$ cat config.mk
export PLATFORM = sky130hd
export DESIGN_NAME = int_vector_mac_sequencer
export DESIGN_NICKNAME = d
export VERILOG_FILES = /design/src/rtl/int_vector_mac_pkg.sv /design/src/rtl/int_vector_mac_sequencer_beat_counter.sv /design/src/rtl/int_vector_mac_sequencer.sv
export SDC_FILE = /design/constraint.sdc
export NUM_CORES = 1
export LEC_CHECK = 0
export CAP_MARGIN = 20
export CORE_AREA = 3 3 233 235
export CTS_BUF_LIST = sky130_fd_sc_hd__clkbuf_16
export DETAILED_ROUTE_END_ITERATION = 6
export DIE_AREA = 0 0 236 238
export SYNTH_ARGS = -nofsm -noshare
export SYNTH_HDL_FRONTEND = slang
export SYNTH_SLANG_ARGS = --single-unit
$ cat constraint.sdc
create_clock -name clock -period 2.4 [get_ports clock]
set_clock_uncertainty 0.1 [all_clocks]
set_input_delay 0.48 -clock clock [delete_from_list [all_inputs] [get_ports clock]]
set_output_delay 0.48 -clock clock [all_outputs]
set_load 0.1 [all_outputs]
$ cat src/rtl/int_vector_mac_pkg.sv
// Shared types and constants for the int_vector_mac control path.
//   seq_state_e   : sequencer FSM states
//   MultDataWidth : width of one signed lane product for the default lane width
package int_vector_mac_pkg;

    typedef enum logic [1:0] {
        SeqIdle,
        SeqAccum,
        SeqCapture,
        SeqResult
    } seq_state_e;

    localparam int DefaultDataWidth = 8;
    localparam int MultDataWidth    = 2 * DefaultDataWidth;

endpackage

$ cat src/rtl/int_vector_mac_sequencer_beat_counter.sv
// Loadable down-counter tracking the operand beats still owed for the
// current dot product.
//   clock, reset_ni : clock, asynchronous active-low reset
//   load_i, value_i : load the beat count K
//   dec_i           : one beat accepted
//   count_o         : beats remaining
//   zero_o          : no beats remaining
module beat_counter #(
    parameter int LengthWidth = 16
) (
    input  logic                   clock,
    input  logic                   reset_ni,
    input  logic                   load_i,
    input  logic                   dec_i,
    input  logic [LengthWidth-1:0] value_i,
    output logic [LengthWidth-1:0] count_o,
    output logic                   zero_o
);

    logic [LengthWidth-1:0] count_q;

    // Saturates at zero so a stray decrement can never wrap to the maximum.
    always_ff @(posedge clock or negedge reset_ni) begin
        if (!reset_ni) begin
            count_q <= '0;
        end else if (load_i) begin
            count_q <= value_i;
        end else if (dec_i && (count_q != '0)) begin
            count_q <= count_q - LengthWidth'(1);
        end
    end

    assign count_o = count_q;
    assign zero_o  = (count_q == '0);

endmodule

$ cat src/rtl/int_vector_mac_sequencer.sv
// Control stage in front of int_vector_mac: takes a beat-count command and a
// stream of operand beats, steers them into the MAC, captures the final
// accumulator and returns it over a valid/ready result channel.
//   clock, reset_ni                  : clock, asynchronous active-low reset
//   len_i, len_valid_i, len_ready_o  : dot-product length command
//   op0_vec_i, op1_vec_i, in_valid_i, in_ready_o : operand beats
//   mac_op0_vec_o, mac_op1_vec_o     : operands to the MAC (zero when idle)
//   mac_clear_o                      : synchronous clear to the MAC
//   mac_i                            : MAC accumulator output
//   res_data_o, res_valid_o, res_ready_i : result channel
//   busy_o                           : a command is in flight
module int_vector_mac_sequencer
    import int_vector_mac_pkg::*;
#(
    parameter int DataWidth        = 8,
    parameter int Size             = 16,
    parameter int AccumulatorWidth = 32,
    parameter int LengthWidth      = 16
) (
    input  logic                               clock,
    input  logic                               reset_ni,
    input  logic [LengthWidth-1:0]             len_i,
    input  logic                               len_valid_i,
    output logic                               len_ready_o,
    input  logic [Size*DataWidth-1:0]          op0_vec_i,
    input  logic [Size*DataWidth-1:0]          op1_vec_i,
    input  logic                               in_valid_i,
    output logic                               in_ready_o,
    output logic [Size*DataWidth-1:0]          mac_op0_vec_o,
    output logic [Size*DataWidth-1:0]          mac_op1_vec_o,
    output logic                               mac_clear_o,
    input  logic [AccumulatorWidth-1:0]        mac_i,
    output logic signed [AccumulatorWidth-1:0] res_data_o,
    output logic                               res_valid_o,
    input  logic                               res_ready_i,
    output logic                               busy_o
);

    seq_state_e             state_q, state_d;
    logic                   len_fire, in_fire, res_fire;
    logic                   len_zero;
    logic [LengthWidth-1:0] beats_left;
    logic                   beats_zero;
    logic                   last_beat;

    logic signed [AccumulatorWidth-1:0] res_data_p1;

    assign len_fire  = len_valid_i && len_ready_o;
    assign in_fire   = in_valid_i && in_ready_o;
    assign res_fire  = res_valid_o && res_ready_i;
    assign len_zero  = (len_i == '0);
    assign last_beat = in_fire && (beats_left == LengthWidth'(1));

    beat_counter #(
        .LengthWidth(LengthWidth)
    ) u_beat_counter (
        .clock   (clock),
        .reset_ni(reset_ni),
        .load_i  (len_fire),
        .dec_i   (in_fire),
        .value_i (len_i),
        .count_o (beats_left),
        .zero_o  (beats_zero)
    );

    always_ff @(posedge clock or negedge reset_ni) begin
        if (!reset_ni) begin
            state_q <= SeqIdle;
        end else begin
            state_q <= state_d;
        end
    end

    always_comb begin
        state_d = state_q;
        unique case (state_q)
            SeqIdle: begin
                if (len_fire) begin
                    state_d = len_zero ? SeqCapture : SeqAccum;
                end
            end
            // beats_zero in SeqAccum is unreachable in normal flow; leaving
            // through capture keeps the FSM from stalling forever if it occurs.
            SeqAccum: begin
                if (last_beat || beats_zero) begin
                    state_d = SeqCapture;
                end
            end
            SeqCapture: state_d = SeqResult;
            SeqResult: begin
                if (res_fire) begin
                    state_d = SeqIdle;
                end
            end
            default: state_d = SeqIdle;
        endcase
    end

    // Handshake outputs come from state alone, so no valid-to-ready path exists.
    always_comb begin
        len_ready_o = 1'b0;
        in_ready_o  = 1'b0;
        res_valid_o = 1'b0;
        mac_clear_o = 1'b1;
        busy_o      = 1'b1;
        unique case (state_q)
            SeqIdle: begin
                len_ready_o = 1'b1;
                busy_o      = 1'b0;
            end
            SeqAccum: begin
                in_ready_o  = 1'b1;
                mac_clear_o = 1'b0;
            end
            SeqCapture: mac_clear_o = 1'b0;
            SeqResult:  res_valid_o = 1'b1;
            default: ;
        endcase
    end

    // Zero operands on non-accepted cycles make the MAC hold its sum.
    assign mac_op0_vec_o = in_fire ? op0_vec_i : '0;
    assign mac_op1_vec_o = in_fire ? op1_vec_i : '0;

    // ---- capture stage: MAC output settles one cycle after the last beat ----
    always_ff @(posedge clock or negedge reset_ni) begin
        if (!reset_ni) begin
            res_data_p1 <= '0;
        end else if (state_q == SeqCapture) begin
            res_data_p1 <= $signed(mac_i);
        end
    end

    assign res_data_o = res_data_p1;

endmodule

# [After elaboration in Yosys (flattened, before gate mapping)]
# Cells that the tools add are included.
# W data, S select, Z words.
[totals] input_bits=309 output_inout_bits=293 regBits=50
[classes] n_mux=14 n_reduce_logical=13 n_eq_ne=7 addsub=1
[ops] op="$mux W128" n=2
[ops] op="$logic_not A16 Y1" n=2
[ops] op="$mux W16" n=2
[ops] op="$eq A16 B1 Y1 const B" n=1
[ops] op="$reduce_bool A16 Y1" n=1
[ops] op="$sub A16 B1 Y16 const B" n=1
[ops] op="$mux W2" n=4
[ops] op="$pmux W2 S4" n=1
[ops] op="$ne A2 B2 Y1 const B" n=3
[ops] op="$logic_and A1 B1 Y1" n=5
[ops] op="$mux W1" n=5
[ops] op="$eq A2 B2 Y1 const B" n=2
[ops] op="$reduce_and A3 Y1" n=1
[ops] op="$eq A2 B1 Y1 const B" n=1
[ops] op="$logic_not A2 Y1" n=1
[ops] op="$reduce_bool A2 Y1" n=1
[ops] op="$reduce_or A2 Y1" n=1
[ops] op="$logic_or A1 B1 Y1" n=1

# [Logic depth before layout (Yosys ltp)]
[depth] word_depth=7 depth_mapped=7

# [Cells and area by module]
# From an unflattened synthesis, not the netlist that was laid out.
[hier_totals] hier_cells=537 area_unflattened_um2=4337.9
[modules_own_cells] module="int_vector_mac_sequencer" n_inst=1 cells_per_inst=413 area_each_um2=3274.4
[modules_own_cells] module="beat_counter" n_inst=1 cells_per_inst=124 area_each_um2=1063.5

# [Worst setup path after synthesis]
# No wires, ideal clock.
[synth_path] path_type="reg2out" start="register state_q[1]" end="output mac_op0_vec_o[100]" setup_slack_ns=-1.029 stages_incl_launch_ff=7 t_arrival_ns=2.849 cell_sequence="dfrtp_1 -> inv_1 -> ha_1 -> clkbuf_1 -> clkbuf_1 -> clkbuf_1 -> and3_1"
[synth_via] elab_chain_cells=4
[synth_lines] element="start: declaration" line="int_vector_mac_sequencer.sv:39" text="seq_state_e state_q, state_d;"
[synth_lines] element="start signal: assignment" line="int_vector_mac_sequencer.sv:68" text="state_q <= SeqIdle;"
[synth_lines] element="start signal: assignment" line="int_vector_mac_sequencer.sv:70" text="state_q <= state_d;"
[synth_lines] element="$eq A2 B1 Y1" line="int_vector_mac_sequencer.sv:106" text="unique case (state_q)"
[synth_lines] element="$mux W1" line="int_vector_mac_sequencer.sv:106"
[synth_lines] element="net in_ready_o" line="int_vector_mac_sequencer.sv:28" text="output logic in_ready_o,"
[synth_lines] element="$logic_and A1 B1 Y1" line="int_vector_mac_sequencer.sv:49" text="assign in_fire = in_valid_i && in_ready_o;"
[synth_lines] element="$mux W128" line="int_vector_mac_sequencer.sv:122" text="assign mac_op0_vec_o = in_fire ? op0_vec_i : '0;"
[synth_lines] element="end: declaration" line="int_vector_mac_sequencer.sv:29" text="output logic [Size*DataWidth-1:0] mac_op0_vec_o,"
# The timed path passes the listed nets, and every way through them passes these cells.

# [Final worst setup path]
[layout_path] start="register state_q[1]" end="output mac_op1_vec_o[119]"
[layout_via] elab_chain_cells=4
[layout_lines] element="$eq A2 B1 Y1" line="int_vector_mac_sequencer.sv:106"
[layout_lines] element="$mux W1" line="int_vector_mac_sequencer.sv:106"
[layout_lines] element="$logic_and A1 B1 Y1" line="int_vector_mac_sequencer.sv:49"
[layout_lines] element="$mux W128" line="int_vector_mac_sequencer.sv:123" text="assign mac_op1_vec_o = in_fire ? op1_vec_i : '0;"
[layout_lines] element="end: declaration" line="int_vector_mac_sequencer.sv:30" text="output logic [Size*DataWidth-1:0] mac_op1_vec_o,"
# No other way between the ends.

==> metrics.txt <==
row count 84; Tmin final 2.330 ns; count leader, synth and3_1; PD cells 1202 mW/mm²; VDD IR max 0.7276 mV; Placer Congestion 0.8427; number of synthesized flops with an enable pin 0; CP max FO 20; Finished Cell Area 0.01554 mm²; FF-to-FF Start state_q[1]; final slew viol count 0; Tcrit/Tclk final 0.9708; Vias/cell 3.753; Clock power frac 0.038; RSZ-0062 raised after global routing true; Syn Nets 846; crit path launch type flip-flop; GRT Util Overall 0.1191; first-pass GRT wire length 50.60 mm; worst path required time 1.82 ns; max-cap violations 0; Reg2Reg Depth 7; Synth Warn # 0; outcome finished, final reports clean; vias 6845; Sw Ratio 0.5956; Peak Freq 0.4292 GHz; Post-synth top cells and3_1 (256), clkbuf_1 (65), dfrtp_1 (50); total gr overflow 0; r2r setup slk 0.08 ns; Setup-failing EPs final 0; clock sinks 50; Main synth FF type dfrtp_1; Post-Route WL 37.07 mm; Clock Latency Late Sink 0.29 ns; worst slew pin tran 0.5465 ns; worst reg2reg path endpoint u_beat_counter.count_o[11]; Placed Area 0.01506 mm²; DRC 0; antenna violations before repair 14; fin nets 1440; final core utilization 0.2964; DRT Pass-1 Iters 4; Starting Density 0.08104; final setup margin 0.07006 ns; WP data arrival 1.75 ns; Die W 236 µm; Gate power share 0.875; register area share after synthesis 0.2944; clk buf depth 2; Routed WL per cell 20.32 µm; core area 0.05245 mm²; CP Class flip-flop to primary output; vias in the first global route 7130; Routed Antenna Nets 0; Tot Pwr 18680 µW; I/O Buffers 601; layout cells sized above 1 0.5844; Root Driver clkbuf_16; sequential share of power 0.087; P_leak 0.006006 µW; largest cells by area after synthesis and3_1 (38%), dfrtp_1 (29%), mux2_2 (8.7%); Worst slew margin 0.6357; clock-pin slew on the worst setup and hold paths 0.07 ns; syn_area_per_cell 8.004 µm²; DRT iter0 DRCs 295; Internal Pwr Total 7552 µW; TritonCTS Buffers 5; DP Wirelength 31.54 mm; Top-Level Pins 602; TritonCTS clock tree yes; min-delay worst type input pin to asynchronous set/reset pin; Synth area leader and3_1; growth of design area from synthesis to finish 265.7%; largest net degree at the start of global routing 52; Hold Fails Final Rpt 0; Mapped Cells 531; CP endpoint kind primary output; hold_buf cts 0; register bit total from synthesis 50; die area 0.05617 mm²; CTS HTree Levels 2; chip height 238 µm; Net Switching 11130 µW; top cell type's share of synthesized area 0.3768; Mapped Area 0.004250 mm²; pre-CTS setup slack 0.1262 ns; async set-reset flop share out of synthesis 1.000; Yosys cell types 37
-- cells in the final DEF, fill, tap and decap left out, types with 2 or more instances in the layout --
| cell type | synthesis | layout |
|---|---|---|
| a31oi_1 | 10 | 10 |
| bufbuf_16 | 0 | 2 |
| buf_12 | 0 | 268 |
| dfrtp_1 | 50 | 49 |
| nand2_1 | 10 | 9 |
| nand4_1 | 4 | 4 |
| clkdlybuf4s50_1 | 0 | 306 |
| diode_2 | 0 | 10 |
| buf_6 | 0 | 6 |
| and3_4 | 0 | 241 |
| nand3_1 | 8 | 8 |
| a21oi_1 | 5 | 5 |
| buf_4 | 0 | 63 |
| o31ai_1 | 6 | 6 |
| and3_2 | 0 | 15 |
| inv_2 | 0 | 2 |
| o21ai_0 | 5 | 5 |
| mux2i_1 | 2 | 2 |
| nor4_1 | 5 | 5 |
| o22ai_1 | 3 | 3 |
| clkinvlp_4 | 0 | 2 |
| nor4b_1 | 2 | 2 |
| or3_1 | 7 | 7 |
| ha_1 | 6 | 3 |
| or4_1 | 9 | 9 |
| inv_1 | 8 | 5 |
| nor3_1 | 4 | 4 |
| clkbuf_16 | 0 | 8 |
| ha_4 | 0 | 2 |
| mux2_2 | 33 | 32 |
| buf_16 | 0 | 4 |
| nor2_1 | 16 | 16 |
-- metrics by stage --
| step | std cells | hold WS [ns] | TNS, ns |
|---|---|---|---|
| finish | 1824 | 0.04935 | 0 |
| global route | 1820 | 0.08872 | -0.01189 |
| CTS | 1807 | 0.06235 | -3.728 |
| detailed placement | 1792 | 0.3752 | 0 |
| global placement | 1792 | 0.3724 | 0 |
| floorplan | 531 | 0.08441 | -0.08094 |
-- registers in the layout, summed over array words and instances (netlist names) --
name and flops:
u_beat_counter.count_o 16, res_data_o 32, state_q 2
-- cell type report --
cell class / instances / area (µm²)
Clock inverter: 3 / 20.02
Multi-Input combinational cell: 406 / 3990
Timing Repair Buffer: 654 / 9238
Sequential cell: 50 / 1252
Inverter: 8 / 33.78
Tap cell: 688 / 860.8
Antenna cell: 10 / 25.02
Clock buffer: 5 / 125.1
Fill cell: 5289 / 36900
-- cells by family after synthesis --
| kind of cell | after synthesis | synth area share |
|---|---|---|
| and+or+nand+nor | 328 | 0.4713 |
| buffers and inverters | 75 | 0.06682 |
| DFF | 50 | 0.2944 |
| AOI/OAI and AO/OA | 37 | 0.05770 |
| muxes | 35 | 0.09214 |
| adders and majority gates | 6 | 0.01766 |
-- layer usage --
metal | wire length [µm] | vias up | GRT usage | share of wire
li1 | - | 3171 | - | -
met1 | 13630 | 3291 | 0.1297 | 0.37
met2 | 19970 | 353 | 0.2283 | 0.54
met3 | 2830 | 26 | 0.03202 | 0.076
met4 | 624 | 4 | 0.02765 | 0.017
met5 | 26 | - | 0 | 0.00070
-- power groups by stage --
stage / Combinational [µW] / Clock [µW] / Sequential, µW
3_5_place_dp: 15700 / 0 / 1630
4_1_cts: 16200 / 728 / 1610
5_1_grt: 16800 / 776 / 1680
3_3_place_gp: 15600 / 0 / 1600
2_1_floorplan: 8380 / 0 / 3590
6_report: 16300 / 716 / 1620
-- worst max-delay path: stages (launching register included) --
cell	delay (ns)
dfrtp_1	0.39
inv_2	0.08
ha_4	0.16
buf_4	0.13
bufbuf_16	0.29
and3_4	0.21
buf_12	0.17
-- worst max-delay path by stage --
stage / start / end / slack [ns] / depth (start not counted)
finish: state_q[1] / mac_op1_vec_o[119] / 0.07 / 6
CTS: state_q[1] / mac_op1_vec_o[43] / -0.06 / 7
floorplan: state_q[0] / state_q[1] / -0.07 / 6
detailed placement: u_beat_counter.count_o[0] / u_beat_counter.count_o[8] / 0.13 / 6
global route: state_q[1] / mac_op1_vec_o[119] / -0.007 / 6
global placement: u_beat_counter.count_o[0] / u_beat_counter.count_o[8] / 0.15 / 6
-- what timing repair did --
action | in CTS | in global routing
endpoints found under the setup margin | 223 | 207
gates resized for setup | 7 | 10
gates cloned | 3 | 5
buffers inserted | 4 | 3
Power figures use the tool's default switching activity.
